**src/rtl/umi_address_unremap_pkg.sv**
```systemverilog
// umi_address_unremap_pkg: UMI opcodes, response detect and ID field defaults for the unremapper.
package umi_address_unremap_pkg;
  localparam int UMI_IDW = 16;
  localparam int UMI_IDSB = 40;
  localparam logic [4:0] UMI_REQ_READ = 5'h01;
  localparam logic [4:0] UMI_REQ_WRITE = 5'h03;
  localparam logic [4:0] UMI_REQ_POSTED = 5'h05;
  localparam logic [4:0] UMI_RESP_READ = 5'h02;
  localparam logic [4:0] UMI_RESP_WRITE = 5'h04;
  function automatic logic is_resp(input logic [4:0] op);
    return ~op[0] & (op != 5'h00);
  endfunction
endpackage

```
**src/rtl/umi_address_unremap_lookup.sv**
```systemverilog
// umi_unremap_lookup: priority match of an ID against the new-ID table, lowest entry wins.
module umi_unremap_lookup #(
  parameter int IDW = 16,
  parameter int NMAPS = 8
) (
  input  logic [IDW-1:0]       id,
  input  logic [IDW-1:0]       chipid,
  input  logic [IDW*NMAPS-1:0] old_row_col_address,
  input  logic [IDW*NMAPS-1:0] new_row_col_address,
  output logic                 hit,
  output logic [IDW-1:0]       old_id
);
  always_comb begin
    hit = 1'b0;
    old_id = id;
    for (int i = NMAPS - 1; i >= 0; i--) begin
      if (id != chipid && id == new_row_col_address[IDW*i +: IDW]) begin
        hit = 1'b1;
        old_id = old_row_col_address[IDW*i +: IDW];
      end
    end
  end
endmodule

```
**src/rtl/umi_address_unremap.sv**
```systemverilog
// umi_address_unremap: restores original dstaddr IDs on responses through a 2-entry registered buffer.
// Define UMI_UNREMAP_SRCOFFSET_EN to add the srcaddr window offset back on responses.
module umi_address_unremap
  import umi_address_unremap_pkg::*;
#(
  parameter int CW = 32,
  parameter int AW = 64,
  parameter int DW = 256,
  parameter int IDW = UMI_IDW,
  parameter int IDSB = UMI_IDSB,
  parameter int NMAPS = 8,
  parameter int CNTW = 32
) (
  input  logic                 clk,
  input  logic                 nreset,
  input  logic [IDW-1:0]       chipid,
  input  logic [IDW*NMAPS-1:0] old_row_col_address,
  input  logic [IDW*NMAPS-1:0] new_row_col_address,
  input  logic [AW-1:0]        set_srcaddress_low,
  input  logic [AW-1:0]        set_srcaddress_high,
  input  logic [AW-1:0]        set_srcaddress_offset,
  input  logic                 umi_in_valid,
  input  logic [CW-1:0]        umi_in_cmd,
  input  logic [AW-1:0]        umi_in_dstaddr,
  input  logic [AW-1:0]        umi_in_srcaddr,
  input  logic [DW-1:0]        umi_in_data,
  output logic                 umi_in_ready,
  output logic                 umi_out_valid,
  output logic [CW-1:0]        umi_out_cmd,
  output logic [AW-1:0]        umi_out_dstaddr,
  output logic [AW-1:0]        umi_out_srcaddr,
  output logic [DW-1:0]        umi_out_data,
  input  logic                 umi_out_ready,
  output logic [CNTW-1:0]      remap_count
);
  localparam int PW = CW + 2 * AW + DW;
  logic [IDW-1:0] in_id, mapped_id;
  logic hit, resp, remap, push, pop;
  logic [AW-1:0] dst_x, src_x;
  logic [PW-1:0] in_pkt, out_q, out_d, skid_q, skid_d;
  logic out_vld_q, out_vld_d, skid_vld_q, skid_vld_d, in_rdy_q, in_rdy_d;
  logic [CNTW-1:0] cnt_q, cnt_d;
  assign in_id = umi_in_dstaddr[IDSB +: IDW];
  assign resp = is_resp(umi_in_cmd[4:0]);
  assign remap = resp & hit;
  umi_unremap_lookup #(.IDW(IDW), .NMAPS(NMAPS)) u_lookup (
    .id                  (in_id),
    .chipid              (chipid),
    .old_row_col_address (old_row_col_address),
    .new_row_col_address (new_row_col_address),
    .hit                 (hit),
    .old_id              (mapped_id)
  );
  always_comb begin
    dst_x = umi_in_dstaddr;
    dst_x[IDSB +: IDW] = remap ? mapped_id : in_id;
  end
`ifdef UMI_UNREMAP_SRCOFFSET_EN
  assign src_x = (resp && umi_in_srcaddr >= set_srcaddress_low && umi_in_srcaddr <= set_srcaddress_high)
               ? umi_in_srcaddr + set_srcaddress_offset : umi_in_srcaddr;
`else
  logic unused_src_window;
  assign unused_src_window = ^{set_srcaddress_low, set_srcaddress_high, set_srcaddress_offset};
  assign src_x = umi_in_srcaddr;
`endif
  assign in_pkt = {umi_in_cmd, dst_x, src_x, umi_in_data};
  assign push = umi_in_valid & in_rdy_q;
  assign pop = out_vld_q & umi_out_ready;
  // Head register feeds the output; the skid slot only fills when the head is stalled.
  always_comb begin
    out_d = (!out_vld_q || pop) ? (skid_vld_q ? skid_q : (push ? in_pkt : out_q)) : out_q;
    out_vld_d = (!out_vld_q || pop) ? (skid_vld_q | push) : 1'b1;
    skid_vld_d = (skid_vld_q & ~pop) | (push & out_vld_q & ~pop);
    skid_d = (push && out_vld_q && !pop) ? in_pkt : skid_q;
    in_rdy_d = ~(out_vld_d & skid_vld_d);
    cnt_d = (push && remap && !(&cnt_q)) ? cnt_q + CNTW'(1) : cnt_q;
  end
  always_ff @(posedge clk or negedge nreset) begin
    if (!nreset) begin
      out_q <= '0;
      skid_q <= '0;
      out_vld_q <= 1'b0;
      skid_vld_q <= 1'b0;
      in_rdy_q <= 1'b1;
      cnt_q <= '0;
    end else begin
      out_q <= out_d;
      skid_q <= skid_d;
      out_vld_q <= out_vld_d;
      skid_vld_q <= skid_vld_d;
      in_rdy_q <= in_rdy_d;
      cnt_q <= cnt_d;
    end
  end
  assign {umi_out_cmd, umi_out_dstaddr, umi_out_srcaddr, umi_out_data} = out_q;
  assign umi_out_valid = out_vld_q;
  assign umi_in_ready = in_rdy_q;
  assign remap_count = cnt_q;
endmodule
```
**config.mk**
```make
export PLATFORM = sky130hd
export DESIGN_NAME = umi_address_unremap
export DESIGN_NICKNAME = d
export VERILOG_FILES = /design/src/rtl/umi_address_unremap_pkg.sv /design/src/rtl/umi_address_unremap_lookup.sv /design/src/rtl/umi_address_unremap.sv
export SDC_FILE = /design/constraint.sdc
export NUM_CORES = 2
export LEC_CHECK = 0
export BUFFER_PORTS_ARGS = -buffer_cell sky130_fd_sc_hd__buf_2
export CORE_AREA = 4 4 521 523
export CTS_CLUSTER_SIZE = 16
export DETAILED_ROUTE_END_ITERATION = 10
export DIE_AREA = 0 0 525 527
export PLACE_DENSITY = 0.43
export SETUP_SLACK_MARGIN = 0.02
export SYNTH_ARGS = -nofsm -noshare
export SYNTH_HDL_FRONTEND = slang
export SYNTH_HIERARCHICAL = 1
export SYNTH_SLANG_ARGS = --single-unit
```
**constraint.sdc**
```tcl
create_clock -name clk -period 4 [get_ports clk]
set_input_delay 0.6 -clock clk [delete_from_list [all_inputs] [get_ports clk]]
set_output_delay 0.6 -clock clk [all_outputs]
set_load 0.02 [all_outputs]
```
==> results.yml <==
run_status:
  status: "finished, final reports clean"
cts:
  cts.repair.resized: 0
  cts-root-buf: "clkbuf_16"
  numCtsBuffers: 109
  clk_latency_ns: 0.73
  cts.path.max_buffers: 3
  ctsHoldBuffers: 42
  cts_tree: "yes"
  cts.sinks: 867
  postCtsSetupBuffers: 0
  htreeDepth: 3
  clk_pin_slew_ns: 0.06
yosys:
  seq_area_frac_synth_pct: 55.3
  ys_ff_latch: 867
  syn-num-nets: 4189
  synth.avg_cell_area_um2: 11.9
  syn_inst: 3304
  synth_ff_type: "dfrtp_1"
  synth.distinct_cells: 68
  netlist_area_um2: 39200
  synthArstFlopShare_pct: 100
  synth-edff-count: 0
  synth_warnings: 6
power:
  leakagePower_nw: 24.8
  p_total_w: 0.0428
  worst_ir_drop_vdd_uv: 405
  powerDensity_nw_per_um2: 789
global_routing:
  grt_pass1_wl_um: 256000
  grt_start_max_net_pins: 100
  grt_usage_pct: 12.8
  grt_pass1_vias: 32200
  antenna_found_initial: 100
  grt.overflow.total: 0
worst_hold_path:
  hold_start: "umi_in_data[188]"
  hold_path.class: "input port to flop"
  hold_depth: 2
sta:
  fin_crit_ns: 3.95
  slew_headroom_pct: 41.5
  final_hold_viol_count: 0
  setup_violations: 0
  max_freq_mhz: 253
  worst_slew_pin_slew_ns: 0.877
  finalCritPeriodShare_pct: 98.8
  rsz0062_at_grt: "false"
  slew_viol_final: 0
  fin_skew_ns: 0.0286
routing:
  detailroute.via_count: 30900
  dr.pass1.iters: 5
  first_iter_violations: 1351
  drt-total-wl_um: 184000
  detail_route.wl_per_cell_um: 22.4
  route.detailed.drc: 0
  final_antenna_net_count: 0
  viasPerCell: 3.78
critical_path:
  r2r_cells: 4
  reg2reg_from: "umi_in_ready$_DFF_PN1_"
  critPathLaunch: "umi_in_dstaddr[40]"
  cp_slowest_stage_delay_ns: 0.68
  slowest_stage: "nor4_1"
  cp-start-kind: "input port"
  endpoint_kind: "flop"
  worst_path_most_repeated_cell: "buf_4"
  worst-setup-path-type: "input port to flop"
  crit_chain: "buf_2, buf_4, xor2_1, nor4_1, buf_4, nand4_1, nor4_4, buf_12, a32o_1, nor4b_2, a211o_1, mux2i_1, buf_4, o21ai_0, mux2_2"
  worstPathArrival_ns: 4.54
  crit_required_ns: 4.59
  crit_fanout: 8
floorplan:
  io-pin-count: 1334
  dieWidth_um: 525
  die_area_um2: 277000
  fp.dieH_um: 527
  rows: 190
  design.core.area_um2: 267000
  start_util_pct: 14.7
final_layout:
  area_delta_synth_final_pct: 38.4
  fin_nets: 5412
  drive_gt1_share_pct: 42.0
  mostFrequentLayoutCells: "buf_2, dfrtp_1, nand2_1"
  utilization_pct: 20.3
  layout_commonest_cell: "buf_2"
placement:
  gp_congestion: 0.879
  io_buffers: 1141
  dpl.hpwl_um: 145000
flow_run:
  cap_violations: 0
## critical path, delay by kind of cell
family          cells  cell delay, ns
xor+xnor            1            0.07
mux                 2            0.74
buf+inv             5            1.18
simple gates        4            1.32
compound gates      3            0.59
## sequential cells by signal (all words and copies together), names as in the netlist
register       flops
skid_vld_q         1
umi_in_ready       1
remap_count       32
out_q            416
skid_q           416
umi_out_valid      1
## where the power goes
part / internal (W) / switching, W / total (W)
Clock: 0.00619 / 0.00423 / 0.0104
Sequential: 0.0130 / 0.00216 / 0.0152
Combinational: 0.00648 / 0.0107 / 0.0172
## worst paths after layout
path,end,slack (ns)
max,out_q[367]$_DFFE_PN0P_,0.05
min,skid_q[188]$_DFFE_PN0P_,0.11
max reg2reg,remap_count[1]$_DFFE_PN0P_,1.45
min reg2reg,out_q[209]$_DFFE_PN0P_,0.47
max in group asynchronous,out_q[316]$_DFFE_PN0P_,2.23
min in group asynchronous,skid_q[186]$_DFFE_PN0P_,0.47
## routing by layer
| metal | routed length (um) | vias to the layer above | track usage, % |
|---|---|---|---|
| li1 | - | 14100 | - |
| met5 | 309 | - | 0 |
| met4 | 6300 | 50 | 3.89 |
| met3 | 19200 | 329 | 5.76 |
| met2 | 80900 | 1205 | 20.2 |
| met1 | 76800 | 15200 | 15.7 |
## synth_stat cells (3+ instances only)
library cell | n | share of area [%]
nor4_4 | 3 | 0.16
a32o_1 | 12 | 0.31
buf_2 | 79 | 1.0
xnor2_1 | 75 | 1.7
nor4_1 | 25 | 0.40
and2_1 | 4 | 0.064
nor3_1 | 21 | 0.27
and3_1 | 5 | 0.080
mux2i_1 | 418 | 11
nand2b_1 | 5 | 0.080
nor2_1 | 39 | 0.37
o21ai_0 | 449 | 5.7
nor4b_2 | 9 | 0.34
and4_1 | 4 | 0.089
nand3_1 | 29 | 0.37
clkbuf_1 | 124 | 1.2
a221oi_1 | 14 | 0.31
mux2_2 | 417 | 12
a21oi_1 | 3 | 0.038
nand4_1 | 32 | 0.51
buf_6 | 17 | 0.49
a211o_1 | 14 | 0.31
inv_1 | 15 | 0.14
nor4b_1 | 6 | 0.13
nand2_1 | 451 | 4.3
dfrtp_1 | 866 | 55
o22ai_1 | 13 | 0.21
a211oi_1 | 3 | 0.057
xor2_1 | 98 | 2.2
buf_4 | 6 | 0.11
nor4_2 | 3 | 0.096
## stage by stage
| step | hold WS [ns] | setup WS, ns | cell area [um2] | setup TNS, ns | cells |
|---|---|---|---|---|---|
| 2_1_floorplan | 0.304 | 0.416 | 39200 | 0 | 3304 |
| 3_3_place_gp | 0.459 | -0.474 | 50000 | -4.80 | 7926 |
| 3_5_place_dp | 0.465 | -0.466 | 50000 | -4.61 | 7926 |
| 4_1_cts | 0.000570 | 0.345 | 54200 | 0 | 8164 |
| 5_1_grt | 0.0351 | 0.0972 | 54200 | 0 | 8175 |
| 6_report | 0.115 | 0.0477 | 54200 | 0 | 8190 |
## cell families (layout without fill, tap and decap cells)
logic type	Yosys count	in the layout	share of synthesized area [%]
DFF	867	867	55.3
xor gates and xnor gates	173	173	3.87
adders and majority gates	1	1	0.0319
and+or+nand+nor	658	658	7.78
other	0	26	0
AOI/OAI and AO/OA	526	526	7.35
buffers and inverters	244	1552	2.97
muxes	835	835	22.7
## layout make-up
type                    instances  area, um2
flip-flops and latches        867      21700
clock inverters                36        472
well taps                    3552       4440
repair buffers               1341       7830
inverters                      15       56.3
fillers                     29200     213000
diodes                         26       65.1
clock buffers                 160       3320
multi-input cells            2193      16400
Note: power is estimated with default switching activity, not from simulation.
